### src/rtl/display_pkg.sv
// Shared types and segment constants for the seven-segment display controller.
// Segment encoding is active-low {g,f,e,d,c,b,a}.
package display_pkg;

    typedef logic [6:0] seg_t;

    localparam seg_t SEG_0     = 7'b1000000;
    localparam seg_t SEG_1     = 7'b1111001;
    localparam seg_t SEG_2     = 7'b0100100;
    localparam seg_t SEG_3     = 7'b0110000;
    localparam seg_t SEG_4     = 7'b0011001;
    localparam seg_t SEG_5     = 7'b0010010;
    localparam seg_t SEG_6     = 7'b0000010;
    localparam seg_t SEG_7     = 7'b1111000;
    localparam seg_t SEG_8     = 7'b0000000;
    localparam seg_t SEG_9     = 7'b0011000;
    localparam seg_t SEG_BLANK = 7'b1111111;

    typedef enum logic {
        IDLE,
        HOLD
    } state_t;

endpackage

### src/rtl/display_controller_if.sv
// Prediction handshake between the inference core and the display controller.
// The core is the master; the display controller is the slave.
interface display_controller_if;

    logic       pred_valid;
    logic [3:0] pred_num;
    logic       pred_ready;

    modport master (
        output pred_valid,
        output pred_num,
        input  pred_ready
    );

    modport slave (
        input  pred_valid,
        input  pred_num,
        output pred_ready
    );

endinterface

### src/rtl/seg7_decode.sv
// Combinational 4-bit value to active-low seven-segment pattern.
// Invalid slots and values above 9 show blank.
module seg7_decode
    import display_pkg::*;
(
    input  logic [3:0] value,
    input  logic       valid,
    output seg_t       seg
);

    always_comb begin
        seg = SEG_BLANK;
        if (valid) begin
            case (value)
                4'd0:    seg = SEG_0;
                4'd1:    seg = SEG_1;
                4'd2:    seg = SEG_2;
                4'd3:    seg = SEG_3;
                4'd4:    seg = SEG_4;
                4'd5:    seg = SEG_5;
                4'd6:    seg = SEG_6;
                4'd7:    seg = SEG_7;
                4'd8:    seg = SEG_8;
                4'd9:    seg = SEG_9;
                default: seg = SEG_BLANK;
            endcase
        end
    end

endmodule

### src/rtl/display_controller.sv
// Prediction history on seven-segment displays with a minimum hold per result.
// Optional newest-digit blink during hold: define DISP_BLINK_EN.
module display_controller
    import display_pkg::*;
#(
    parameter int NUM_DIGITS   = 8,
    parameter int HOLD_CYCLES  = 4,
    parameter int BLINK_CYCLES = 2
) (
    input  logic                            clk,
    input  logic                            n_rst,
    input  logic                            clear,
    display_controller_if.slave             pred,
    output logic [$clog2(NUM_DIGITS+1)-1:0] hist_count,
    output seg_t                            digit [NUM_DIGITS]
);

    localparam int CW = $clog2(NUM_DIGITS + 1);
    localparam int HW = (HOLD_CYCLES > 1) ? $clog2(HOLD_CYCLES) : 1;

    if (NUM_DIGITS < 1 || HOLD_CYCLES < 1 || BLINK_CYCLES < 1) begin : g_bad
        $error("display_controller: parameters must be >= 1");
    end

    state_t          state;
    state_t          state_nx;
    logic [HW-1:0]   hold_cnt;
    logic [HW-1:0]   hold_nx;
    logic            accept;
    logic [3:0]      slot_val [NUM_DIGITS];
    logic [NUM_DIGITS-1:0] slot_vld;
    logic [NUM_DIGITS-1:0] show_vld;
    logic            show0;

    always_ff @(posedge clk or negedge n_rst) begin
        if (!n_rst) begin
            state    <= IDLE;
            hold_cnt <= '0;
        end else begin
            state    <= state_nx;
            hold_cnt <= hold_nx;
        end
    end

    // Clear overrides the FSM and also masks ready for that cycle.
    always_comb begin
        state_nx        = state;
        hold_nx         = hold_cnt;
        accept          = 1'b0;
        pred.pred_ready = 1'b0;
        if (clear) begin
            state_nx = IDLE;
            hold_nx  = '0;
        end else begin
            unique case (1'b1)
                (state == IDLE): begin
                    pred.pred_ready = 1'b1;
                    if (pred.pred_valid) begin
                        accept   = 1'b1;
                        hold_nx  = HW'(HOLD_CYCLES - 1);
                        state_nx = HOLD;
                    end
                end
                (state == HOLD): begin
                    if (hold_cnt == '0) begin
                        state_nx = IDLE;
                    end else begin
                        hold_nx = hold_cnt - 1'b1;
                    end
                end
                default: state_nx = IDLE;
            endcase
        end
    end

    always_ff @(posedge clk or negedge n_rst) begin
        if (!n_rst) begin
            slot_vld   <= '0;
            hist_count <= '0;
            for (int i = 0; i < NUM_DIGITS; i++) begin
                slot_val[i] <= '0;
            end
        end else if (clear) begin
            slot_vld   <= '0;
            hist_count <= '0;
        end else if (accept) begin
            for (int i = NUM_DIGITS - 1; i > 0; i--) begin
                slot_val[i] <= slot_val[i-1];
                slot_vld[i] <= slot_vld[i-1];
            end
            slot_val[0] <= pred.pred_num;
            slot_vld[0] <= 1'b1;
            if (hist_count != CW'(NUM_DIGITS)) begin
                hist_count <= hist_count + 1'b1;
            end
        end
    end

`ifdef DISP_BLINK_EN
    localparam int BW = (BLINK_CYCLES > 1) ? $clog2(BLINK_CYCLES) : 1;

    logic [BW-1:0] blink_cnt;
    logic          blink_off;

    // Phase restarts "shown" on every accept and idles shown.
    always_ff @(posedge clk or negedge n_rst) begin
        if (!n_rst) begin
            blink_cnt <= '0;
            blink_off <= 1'b0;
        end else if (clear || accept || state != HOLD) begin
            blink_cnt <= '0;
            blink_off <= 1'b0;
        end else if (blink_cnt == BW'(BLINK_CYCLES - 1)) begin
            blink_cnt <= '0;
            blink_off <= ~blink_off;
        end else begin
            blink_cnt <= blink_cnt + 1'b1;
        end
    end

    assign show0 = !(state == HOLD && blink_off);
`else
    assign show0 = 1'b1;
`endif

    always_comb begin
        show_vld    = slot_vld;
        show_vld[0] = slot_vld[0] & show0;
    end

    for (genvar g = 0; g < NUM_DIGITS; g++) begin : g_dec
        seg7_decode u_dec (
            .value (slot_val[g]),
            .valid (show_vld[g]),
            .seg   (digit[g])
        );
    end

endmodule
### src/flat_wrapper.sv
// flat-port wrapper written by rule: the top's interface ports become plain ports
module display_controller_flat import display_pkg::*;
#(
    parameter int NUM_DIGITS   = 8,
    parameter int HOLD_CYCLES  = 4,
    parameter int BLINK_CYCLES = 2
)
  (clk, n_rst, clear, hist_count, digit, pred_pred_valid, pred_pred_num, pred_pred_ready);
  display_controller_if pred_i ();
  input  logic clk;
  input  logic n_rst;
  input  logic clear;
  output logic [$clog2(NUM_DIGITS+1)-1:0] hist_count;
  output seg_t digit[NUM_DIGITS];
  input wire logic [$bits(pred_i.pred_valid)-1:0] pred_pred_valid;
  input wire logic [$bits(pred_i.pred_num)-1:0] pred_pred_num;
  output wire logic [$bits(pred_i.pred_ready)-1:0] pred_pred_ready;
  assign pred_i.pred_valid = pred_pred_valid;
  assign pred_i.pred_num = pred_pred_num;
  assign pred_pred_ready = pred_i.pred_ready;
  display_controller #(.NUM_DIGITS(NUM_DIGITS), .HOLD_CYCLES(HOLD_CYCLES), .BLINK_CYCLES(BLINK_CYCLES)) u_core (.clk(clk), .n_rst(n_rst), .clear(clear), .pred(pred_i), .hist_count(hist_count), .digit(digit));
endmodule
### config.mk
export PLATFORM = sky130hd
export DESIGN_NAME = display_controller_flat
export DESIGN_NICKNAME = d
export VERILOG_FILES = /design/src/rtl/display_pkg.sv /design/src/rtl/display_controller_if.sv /design/src/rtl/seg7_decode.sv /design/src/rtl/display_controller.sv /design/src/flat_wrapper.sv
export SDC_FILE = /design/constraint.sdc
export NUM_CORES = 1
export LEC_CHECK = 0
export ABC_AREA = 1
export BUFFER_PORTS_ARGS = -buffer_cell sky130_fd_sc_hd__buf_4
export CELL_PAD_IN_SITES_DETAIL_PLACEMENT = 1
export CELL_PAD_IN_SITES_GLOBAL_PLACEMENT = 2
export CORE_MARGIN = 2
export CORE_UTILIZATION = 32
export CTS_BUF_LIST = sky130_fd_sc_hd__clkbuf_8 sky130_fd_sc_hd__clkbuf_16
export DETAILED_ROUTE_END_ITERATION = 7
export PLACE_DENSITY = 0.88
export SLEW_MARGIN = 20
export SYNTH_ARGS = -nofsm -noshare
export SYNTH_HDL_FRONTEND = slang
export SYNTH_SLANG_ARGS = --single-unit
### constraint.sdc
create_clock -name clk -period 1.6 [get_ports clk]
set_clock_uncertainty 0.05 [all_clocks]
set_input_delay 0.24 -clock clk [delete_from_list [all_inputs] [get_ports clk]]
set_output_delay 0.24 -clock clk [all_outputs]
set_load 0.02 [all_outputs]
==> flow_metrics.env, run 1 <==
export IMPL_status="finished with violations"
export IMPL_failed_checks="setup timing"
export IMPL_reg2reg_slack_ps=120
export IMPL_die_area_mm2=0.0112
export IMPL_die_w_um=106
export IMPL_hold_violations=0
export IMPL_clk_pin_slew_worst_paths_ps=90
export IMPL_initial_core_util_pct=32.6
export IMPL_ys_types=19
export IMPL_hold_end="u_core.show_vld[0]$_DFFE_PN0P_"
export IMPL_rsz0062_at_grt="true"
export IMPL_die_h_um=106
export IMPL_cts_htree_levels=2
export IMPL_cts_tree="done"
export IMPL_crit_path_start_kind="flop"
export IMPL_remaining_drc_errors=0
export IMPL_critPathArrivalTime_ps=1560
export IMPL_clk_latency_ps=300
export IMPL_drtIter0Drc=153
export IMPL_numClockSinks=47
export IMPL_regArea_mm2=0.00120
export IMPL_cts_buffers=5
export IMPL_grt_total_usage_pct=19.1
export IMPL_cp_max_fo=5
export IMPL_syn_area_per_cell_um2=7.75
export IMPL_path_class="flop to primary output"
export IMPL_dpl_worst_slack_ps=-51.3
export IMPL_vias_per_cell=4.87
export IMPL_fin_util_pct=57.4
export IMPL_tightest_slew_ps=637
export IMPL_stdcell_area_mm2=0.00584
export IMPL_syn_inst=429
export IMPL_yosys_warnings=0
export IMPL_nets=619
export IMPL_cts_root_buf="clkbuf_8"
export IMPL_p_leak_uw=0.00249
export IMPL_areaGrowthSynthToFinish_pct=75.8
export IMPL_clockBufferDepth=2
export IMPL_slew_viol_final=0
export IMPL_core_mm2=0.0102
export IMPL_drive_gt1_share_pct=61.3
export IMPL_ys_seq_area_share_pct=35.4
export IMPL_finalPower_uw=6540
export IMPL_cp_end_kind="primary output"
export IMPL_diodes=0
export IMPL_setup_slack_ps=-249
export IMPL_r2r_worst_path_cells=5
export IMPL_hold_class="input pin to flop"
export IMPL_fin_setup_tns_ps=-9600
export IMPL_ir_drop_mv=0.418
export IMPL_r2r_end="u_core.slot_val[9]$_DFFE_PN0P_"
export IMPL_grt_max_degree=48
export IMPL_ys_seq_elements=47
export IMPL_period_needed_ps=1850
export IMPL_overflow=0
export IMPL_fin_crit_sh_pct=116
export IMPL_cap_violations=0
export IMPL_p_per_area_mw_per_mm2=1120
export IMPL_clock_fmax_mhz=541
export IMPL_drtAntennaViolNets=0
export IMPL_whs_path_depth=2
export IMPL_dpl_instance_area_mm2=0.00414
export IMPL_setup_viol=56
export IMPL_wl_per_cell_um=16.1
export IMPL_synth_nets=480
export IMPL_nFillCells=1144
export IMPL_globalplace_congestion=0.835
export IMPL_routed_via_count=3426
export IMPL_row_count=37
export IMPL_grt_pass1_vias=3681
export IMPL_grt_first_pass_wirelength_um=17700
export IMPL_cp_required_ps=1310
export IMPL_antenna_found_initial=0
export IMPL_synth_area_mm2=0.00332
export IMPL_dp_hpwl_um=6550
export IMPL_totalWireLength_um=11300
export IMPL_hp_start="clear"
export IMPL_rr_startpoint="u_core.state$_DFF_PN0_"
export IMPL_slew_limit_headroom_pct=57.5
export IMPL_numPortBuffers=68
export IMPL_num_io_pins=69
export IMPL_multi_input_area_mm2=0.00280
export IMPL_first_pass_iters=4
-- cell usage after synthesis --
cell type / n / area, µm²
a21oi_1: 26 / 130
buf_6: 6 / 67.6
clkbuf_1: 1 / 3.75
dfrtp_1: 47 / 1180
ha_1: 43 / 538
inv_1: 51 / 191
inv_2: 1 / 3.75
nand2_1: 133 / 499
nand2_2: 1 / 6.26
nand3_1: 33 / 165
nand4_1: 1 / 6.26
nor2_1: 3 / 11.3
nor2_2: 1 / 6.26
o211ai_1: 16 / 120
o21ai_0: 24 / 120
o21ai_1: 8 / 40.0
o21ai_2: 10 / 87.6
o22ai_1: 7 / 43.8
or2_2: 17 / 106
-- critical path: stages, from the launching register on --
cell,delay [ps]
dfrtp_2,430
clkinv_4,100
ha_4,160
or2_4,230
o211ai_1,100
nand2_1,90
buf_6,140
-- metrics by stage --
step | std cells | hold WS [ps]
CTS | 696 | 63.4
floorplan | 429 | -106
detailed placement | 651 | 259
global placement | 651 | 248
global route | 704 | 71.9
finish | 704 | 73.0
-- power by group --
group          internal, µW  switching, µW
Combinational          1850           2040
Clock                   340            404
Sequential             1440            472
-- placed cells by master, fill, tap and decap left out, drive strengths merged --
master,count
nand3,33
buf,138
a21oi,26
nor2,4
nand4,1
dfrtp,47
o211ai,16
or2,17
clkbuf,6
nand2,134
o22ai,7
o21ai,42
ha,43
dlygate4sd3,1
inv,50
clkinv,3
-- routing by layer --
| layer | vias to the layer above | routed length [µm] | share of wire (%) | track usage (%) |
|---|---|---|---|---|
| met4 | 0 | 131 | 1.2 | 2.82 |
| met2 | 56 | 6050 | 54 | 36.1 |
| met3 | 12 | 320 | 2.8 | 3.13 |
| met1 | 1672 | 4800 | 42 | 23.1 |
| met5 | - | 0 | 0 | 0 |
| li1 | 1686 | - | - | - |
-- kinds of logic after synthesis --
family / Yosys count / synth area share (%)
simple gates: 189 / 24.1
compound gates: 91 / 16.3
buf+inv: 59 / 8.02
flops: 47 / 35.4
fa+ha+maj: 43 / 16.2
-- how the worst max path moves through the flow --
stage                      to  cells past startpoint  slack (ps)                             from
floorplan           digit[28]                      5         150  u_core.slot_val[17]$_DFFE_PN0P_
global placement    digit[42]                      6          10  u_core.slot_val[25]$_DFFE_PN0P_
detailed placement  digit[14]                      6         -50   u_core.slot_val[9]$_DFFE_PN0P_
CTS                 digit[14]                      6        -230   u_core.slot_val[9]$_DFFE_PN0P_
global route        digit[14]                      6        -340   u_core.slot_val[9]$_DFFE_PN0P_
finish              digit[42]                      6        -250  u_core.slot_val[25]$_DFFE_PN0P_
-- state kept, by name, indices dropped and copies added, names as in the netlist --
register           count
u_core.hist_count      4
u_core.hold_cnt        2
u_core.show_vld        8
u_core.slot_val       32
u_core.state           1
-- cell type report --
class / instances / area share, %
clock buffer: 6 / 1.41
clock inverter: 1 / 0.0857
inverter: 52 / 4.15
multi-input combinational: 323 / 48.0
sequential: 47 / 20.5
tap: 136 / 2.91
timing repair buffer: 139 / 22.9
-- timing repair --
action	in CTS	in global routing
gates cloned	0	0
resized for setup	238	108
endpoints found under the hold margin	47	0
pin swaps	77	51
hold buffers	1	0
setup buffers	37	8
endpoints found under the setup margin	56	56
Power figures use the tool's default switching activity.
==> inputs of run 2 (changes only) <==
- CELL_PAD_IN_SITES_DETAIL_PLACEMENT: 1 -> unset
- CELL_PAD_IN_SITES_GLOBAL_PLACEMENT: 2 -> unset
- CORE_MARGIN: 2 -> unset
- CORE_UTILIZATION: 32 -> 35
- PLACE_DENSITY: 0.88 -> 0.62
==> run 2 against run 1 <==
Effect of this change: power is 6.1% lower; the flow still finishes with violations (setup timing); critical path type unchanged; critical endpoint is now digit[4]; critical path depth is 1 higher; worst setup slack better by 13 ps.
==> flow_metrics.env, run 2 (synthesis gave the netlist of run 1 again) <==
export IMPL_status="finished with violations"
export IMPL_failed_checks="setup timing"
export IMPL_wl_per_cell_um=13.3
export IMPL_drtAntennaViolNets=0
export IMPL_worst_path_max_delay_cell="dfrtp_2"
export IMPL_cp_required_ps=1310
export IMPL_dp_cells=633
export IMPL_cts_htree_levels=2
export IMPL_areaGrowthSynthToFinish_pct=66.9
export IMPL_remaining_drc_errors=0
export IMPL_numPortBuffers=68
export IMPL_finalPower_uw=6140
export IMPL_cap_violations=0
export IMPL_grt_total_usage_pct=16.8
export IMPL_hp_start="clear"
export IMPL_cts_tree="done"
export IMPL_nFillCells=745
export IMPL_die_h_um=99.4
export IMPL_finalNonFillerCells=693
export IMPL_globalplace_congestion=0.851
export IMPL_die_w_um=99.4
export IMPL_drive_gt1_share_pct=56.7
export IMPL_clockBufferDepth=2
export IMPL_row_count=35
export IMPL_layout_common_cells="nand2_1, buf_6, buf_4"
export IMPL_grt_max_degree=48
export IMPL_core_mm2=0.00924
export IMPL_routed_via_count=3325
export IMPL_dp_hpwl_um=5330
export IMPL_vias_per_cell=4.80
export IMPL_period_needed_ps=1840
export IMPL_slew_limit_headroom_pct=58.2
export IMPL_fin_util_pct=60.0
export IMPL_cts_buffers=5
export IMPL_cts_root_buf="clkbuf_8"
export IMPL_path_class="flop to primary output"
export IMPL_stdcell_area_mm2=0.00555
export IMPL_critPathArrivalTime_ps=1550
export IMPL_totalWireLength_um=9200
export IMPL_dpl_instance_area_mm2=0.00404
export IMPL_grt_pass1_vias=2990
export IMPL_clk_latency_ps=300
export IMPL_tightest_slew_ps=627
export IMPL_cp_max_fo=3
export IMPL_drtIter0Drc=66
export IMPL_rsz0062_at_grt="true"
export IMPL_first_pass_iters=4
export IMPL_crit_start="u_core.slot_val[1]$_DFFE_PN0P_"
export IMPL_ir_drop_mv=0.550
export IMPL_setup_viol=55
export IMPL_largest_reg_flops=32
export IMPL_crit_top_cell="buf_6"
export IMPL_antenna_found_initial=0
export IMPL_overflow=0
export IMPL_p_leak_uw=0.00240
export IMPL_cp_slowest_stage_delay_ps=460
export IMPL_clk_pin_slew_worst_paths_ps=100
export IMPL_num_io_pins=69
export IMPL_crit_chain="buf_6, buf_6, ha_4, a21oi_2, o21ai_1, nand2_1, buf_6"
export IMPL_cp_end_kind="primary output"
export IMPL_slew_viol_final=0
export IMPL_diodes=0
export IMPL_hold_class="input pin to flop"
export IMPL_rr_startpoint="u_core.state$_DFF_PN0_"
export IMPL_clock_fmax_mhz=545
export IMPL_setup_slack_ps=-236
export IMPL_fin_crit_sh_pct=115
export IMPL_hold_violations=0
export IMPL_numClockSinks=47
export IMPL_grt_first_pass_wirelength_um=13600
export IMPL_crit_path_start_kind="flop"
export IMPL_die_area_mm2=0.00989
export IMPL_p_per_area_mw_per_mm2=1110
export IMPL_largest_register="u_core.slot_val"
export IMPL_final_common_cell="nand2_1"
export IMPL_nets=614
export IMPL_initial_core_util_pct=36.0
## run 2: report_power, final
group | internal (µW) | leakage [µW] | switching (µW)
Sequential | 1440 | 0.000598 | 430
Combinational | 1740 | 0.00175 | 1790
Clock | 313 | 0.0000443 | 429
## run 2: final cells by class
type / count / area, µm² / share of cell area (%)
Multi-Input combinational cell: 323 / 2590 / 46.7
Timing Repair Buffer: 134 / 1280 / 23.1
Clock inverter: 3 / 25.0 / 0.451
Clock buffer: 5 / 68.8 / 1.24
Inverter: 52 / 225 / 4.06
Sequential cell: 47 / 1200 / 21.6
Tap cell: 129 / 161 / 2.91
## run 2: critical path: cells and delay by family, from the launching register on
| family | cells | cell delay, ps |
|---|---|---|
| adder cells (fa/ha/maj) | 1 | 160 |
| flip-flops | 1 | 460 |
| buffers and inverters | 3 | 350 |
| AND/OR/NAND/NOR | 1 | 70 |
| AO/OA/AOI/OAI | 2 | 210 |
## run 2: path summary, 6_finish.rpt
path                                                   to  slack [ps]  depth (start not counted)
max                                              digit[4]        -240                          7
min                        u_core.show_vld[0]$_DFFE_PN0P_          90                          2
max reg2reg                u_core.slot_val[8]$_DFFE_PN0P_         160                          5
min reg2reg                u_core.hold_cnt[1]$_DFFE_PN0P_         460                          2
max in group asynchronous  u_core.slot_val[4]$_DFFE_PN0P_         590                          2
min in group asynchronous          u_core.state$_DFF_PN0_         450                          2
## run 2: what timing repair did
item,CTS,global route
hold buffers,1,0
resized for setup,171,121
endpoints found under the setup margin,56,56
pin swaps,59,57
gates cloned,0,0
setup buffers,40,12
hold endpoints to repair,47,0
## run 2: metrics by stage
stage               worst slack (ps)  setup TNS (ps)  hold slack, ps
CTS                             -188           -7400            77.7
global route                    -314          -12590            75.8
floorplan                        153               0            -106
detailed placement             -9.39           -11.1             253
finish                          -236           -8500            88.5
global placement                5.55               0             242
## run 2: routing by layer
| metal | routed length (µm) | track usage (%) | up-vias |
|---|---|---|---|
| met5 | 0 | 0 | - |
| met4 | 48 | 2.60 | 0 |
| met2 | 4860 | 30.6 | 72 |
| met3 | 293 | 2.67 | 6 |
| li1 | - | - | 1685 |
| met1 | 4000 | 21.2 | 1562 |
==> inputs of run 3 (changes only) <==
- CELL_PAD_IN_SITES_DETAIL_PLACEMENT: unset -> 2
- CELL_PAD_IN_SITES_GLOBAL_PLACEMENT: unset -> 2
- CORE_UTILIZATION: 35 -> 32
- PLACE_DENSITY: 0.62 -> 0.88
- SETUP_SLACK_MARGIN: unset -> 0.02
==> run 3 against run 2 <==
Effect of this change: the flow now stops in 5_1_grt; synthesized area unchanged; synthesized cell count unchanged.
==> flow_metrics.env, run 3 <==
export IMPL_antenna_found_initial=0
export IMPL_numPortBuffers=68
export IMPL_dp_cells=646
export IMPL_yosys_cell_count_top_type="nand2_1"
export IMPL_synth_async_reset_ratio_pct=100
export IMPL_haltStage="5_1_grt"
export IMPL_ys_seq_area_share_pct=35.4
export IMPL_numClockSinks=47
export IMPL_row_count=36
export IMPL_die_h_um=104
export IMPL_synth_main_ff_cell="dfrtp_1"
export IMPL_synth_top_area_share_pct=35.4
export IMPL_synth_area_top_cells="dfrtp_1, ha_1, nand2_1"
export IMPL_postGrtWorstEndpoint="digit[48]"
export IMPL_cts_buffers=5
export IMPL_synth_edf_count=0
export IMPL_cts_htree_levels=2
export IMPL_clockBufferDepth=2
export IMPL_status="stopped before the end"
export IMPL_cts_root_buf="clkbuf_8"
export IMPL_synthTopCellsByCount="nand2_1, inv_1, dfrtp_1, ha_1, nand3_1"
export IMPL_firstError="[ERROR DPL-0033] detailed placement checks failed during check placement."
export IMPL_syn_inst=429
export IMPL_syn_area_per_cell_um2=7.75
export IMPL_num_io_pins=69
export IMPL_synth_nets=480
export IMPL_synth_area_leader_cell="dfrtp_1"
export IMPL_ys_seq_elements=47
export IMPL_worstEpCategory="output port"
export IMPL_synth_area_mm2=0.00332
export IMPL_yosys_warnings=0
export IMPL_die_w_um=104
export IMPL_dp_hpwl_um=8370
export IMPL_globalplace_congestion=0.835
export IMPL_initial_core_util_pct=33.5
export IMPL_grt_max_degree=66
export IMPL_ys_types=19
[run 3: cell counts after synthesis]
Identical to the previous run, type by type.
[run 3: timing repair]
| action | in CTS |
|---|---|
| endpoints found under the setup margin | 56 |
| cloned | 0 |
| hold buffers | 1 |
| setup buffers | 33 |
| pin swaps | 77 |
| endpoints found under the hold margin | 47 |
| gates resized for setup | 259 |
[run 3: metrics by stage]
step	instance area [µm²]	setup slack, ps	util [%]	setup TNS [ps]
after floorplan	3320	153	-	0
after global placement	4120	-4.40	41.5	-4.40
after CTS	5420	-281	54.7	-10810
after detailed placement	4120	-113	41.5	-512
[run 3: cells by family after synthesis]
logic type	synth area share, %
AO/OA/AOI/OAI	16.3
adder cells (fa/ha/maj)	16.2
buffers and inverters	8.02
flip-flops	35.4
AND/OR/NAND/NOR	24.1
==> inputs of run 4 (changes only) <==
- CELL_PAD_IN_SITES_DETAIL_PLACEMENT: 2 -> unset
- CELL_PAD_IN_SITES_GLOBAL_PLACEMENT: 2 -> unset
- CORE_UTILIZATION: 32 -> 20
- CTS_BUF_LIST: sky130_fd_sc_hd__clkbuf_8 sky130_fd_sc_hd__clkbuf_16 -> unset
- PLACE_DENSITY: 0.88 -> unset
- PLACE_DENSITY_LB_ADDON: unset -> 0.15
- SETUP_SLACK_MARGIN: 0.02 -> unset
==> run 4 against run 3 <==
Effect of this change: the flow now finishes, with violations (setup timing).
==> flow_metrics.env, run 4 (synthesis gave the netlist of run 1 again) <==
export IMPL_crit_chain="inv_4, ha_2, or2_4, o211ai_1, nand2_1, buf_6"
export IMPL_fin_setup_tns_ps=-7860
export IMPL_largest_register="u_core.slot_val"
export IMPL_dp_hpwl_um=6300
export IMPL_clockBufferDepth=2
export IMPL_cp_required_ps=1310
export IMPL_hold_violations=0
export IMPL_p_leak_uw=0.00250
export IMPL_slew_viol_final=0
export IMPL_clk_pin_slew_worst_paths_ps=70
export IMPL_totalWireLength_um=10000
export IMPL_die_h_um=131
export IMPL_initial_core_util_pct=20.7
export IMPL_hold_class="input pin to flop"
export IMPL_tightest_slew_ps=643
export IMPL_cp_slowest_stage_delay_ps=440
export IMPL_row_count=46
export IMPL_fin_crit_sh_pct=114
export IMPL_core_mm2=0.0161
export IMPL_vias_per_cell=4.26
export IMPL_cts_htree_levels=2
export IMPL_p_per_area_mw_per_mm2=1110
export IMPL_final_common_cell="nand2_1"
export IMPL_wl_per_cell_um=12.6
export IMPL_finalPower_uw=6570
export IMPL_routed_via_count=3371
export IMPL_antenna_found_initial=0
export IMPL_worst_path_max_delay_cell="dfrtp_2"
export IMPL_failed_checks="setup timing"
export IMPL_cap_violations=0
export IMPL_grt_total_usage_pct=11.9
export IMPL_status="finished with violations"
export IMPL_cp_end_kind="primary output"
export IMPL_rsz0062_at_grt="true"
export IMPL_grt_max_degree=48
export IMPL_layout_common_cells="nand2_1, buf_4, buf_6"
export IMPL_numPortBuffers=68
export IMPL_ir_drop_mv=0.385
export IMPL_nets=626
export IMPL_die_w_um=131
export IMPL_areaGrowthSynthToFinish_pct=77.6
export IMPL_critPathArrivalTime_ps=1540
export IMPL_drtIter0Drc=73
export IMPL_dpl_worst_slack_ps=-26.5
export IMPL_cts_tree="done"
export IMPL_period_needed_ps=1830
export IMPL_whs_ps=94.5
export IMPL_die_area_mm2=0.0171
export IMPL_cts_root_buf="clkbuf_16"
export IMPL_setup_viol=56
export IMPL_path_class="flop to primary output"
export IMPL_drtAntennaViolNets=0
export IMPL_drive_gt1_share_pct=58.3
export IMPL_grt_pass1_vias=3317
export IMPL_clock_fmax_mhz=547
export IMPL_nFillCells=1585
export IMPL_slew_limit_headroom_pct=57.2
export IMPL_cts_buffers=5
export IMPL_remaining_drc_errors=0
export IMPL_crit_path_start_kind="flop"
export IMPL_overflow=0
export IMPL_numClockSinks=47
export IMPL_setup_slack_ps=-228
export IMPL_cp_max_fo=5
export IMPL_clk_latency_ps=300
export IMPL_globalplace_congestion=0.817
export IMPL_largest_reg_flops=32
export IMPL_diodes=0
export IMPL_first_pass_iters=4
export IMPL_grt_first_pass_wirelength_um=16100
export IMPL_num_io_pins=69
[run 4: final timing paths]
path	from	to	slack, ps	cells after the start
worst max-delay path	u_core.slot_val[21]$_DFFE_PN0P_	digit[35]	-230	6
worst min-delay path	clear	u_core.state$_DFF_PN0_	90	2
worst max register to register	u_core.state$_DFF_PN0_	u_core.slot_val[28]$_DFFE_PN0P_	240	6
worst min register to register	u_core.hold_cnt[1]$_DFFE_PN0P_	u_core.hold_cnt[1]$_DFFE_PN0P_	470	2
max in group asynchronous	n_rst	u_core.slot_val[2]$_DFFE_PN0P_	560	2
min in group asynchronous	n_rst	u_core.state$_DFF_PN0_	450	2
[run 4: routing by layer]
metal  share of wire [%]  up-vias  wire, µm  global-route usage [%]
li1                    -     1705         -                       -
met1                  42     1603      4240                    13.9
met2                  53       51      5300                    21.7
met3                 3.4       12       342                    2.61
met4                 1.2        0       116                    3.25
met5                   0        -         0                       0
[run 4: area by class of cell]
class / instances / area (µm²) / area share, %
inverters: 52 / 228 / 3.86
multi-input cells: 323 / 2680 / 45.4
repair buffers: 146 / 1390 / 23.6
clock buffers: 7 / 133 / 2.25
well taps: 216 / 270 / 4.58
flip-flops and latches: 47 / 1190 / 20.2
clock inverters: 1 / 5.00 / 0.0848
[run 4: what timing repair did]
item | 4_1_cts | 5_1_grt
pin swaps | 60 | 47
gates resized for setup | 214 | 100
setup buffers | 40 | 13
gates cloned | 0 | 0
setup endpoints to repair | 56 | 62
hold buffers | 1 | 0
hold endpoints to repair | 47 | 0
[run 4: through the flow]
| step | cells | area, µm² | util, % |
|---|---|---|---|
| 2_1_floorplan | 429 | 3320 | - |
| 3_5_place_dp | 730 | 4240 | 26.4 |
| 6_report | 792 | 5900 | 36.8 |
| 3_3_place_gp | 730 | 4240 | 26.4 |
| 5_1_grt | 792 | 5900 | 36.8 |
| 4_1_cts | 779 | 5380 | 33.5 |
[run 4: worst max-delay path: cells and delay by family, from the launching register on]
family | cells | cell delay (ps)
AND/OR/NAND/NOR | 2 | 330
buffers and inverters | 2 | 210
AO/OA/AOI/OAI | 1 | 90
adder cells (fa/ha/maj) | 1 | 160
flip-flops | 1 | 440
[run 4: power by group]
part	leakage (µW)	internal [µW]	switching (µW)	total, µW
combinational	0.00184	1800	1840	3630
sequential	0.000599	1440	450	1890
clock	0.0000679	579	467	1050
total	0.00250	3820	2750	6570
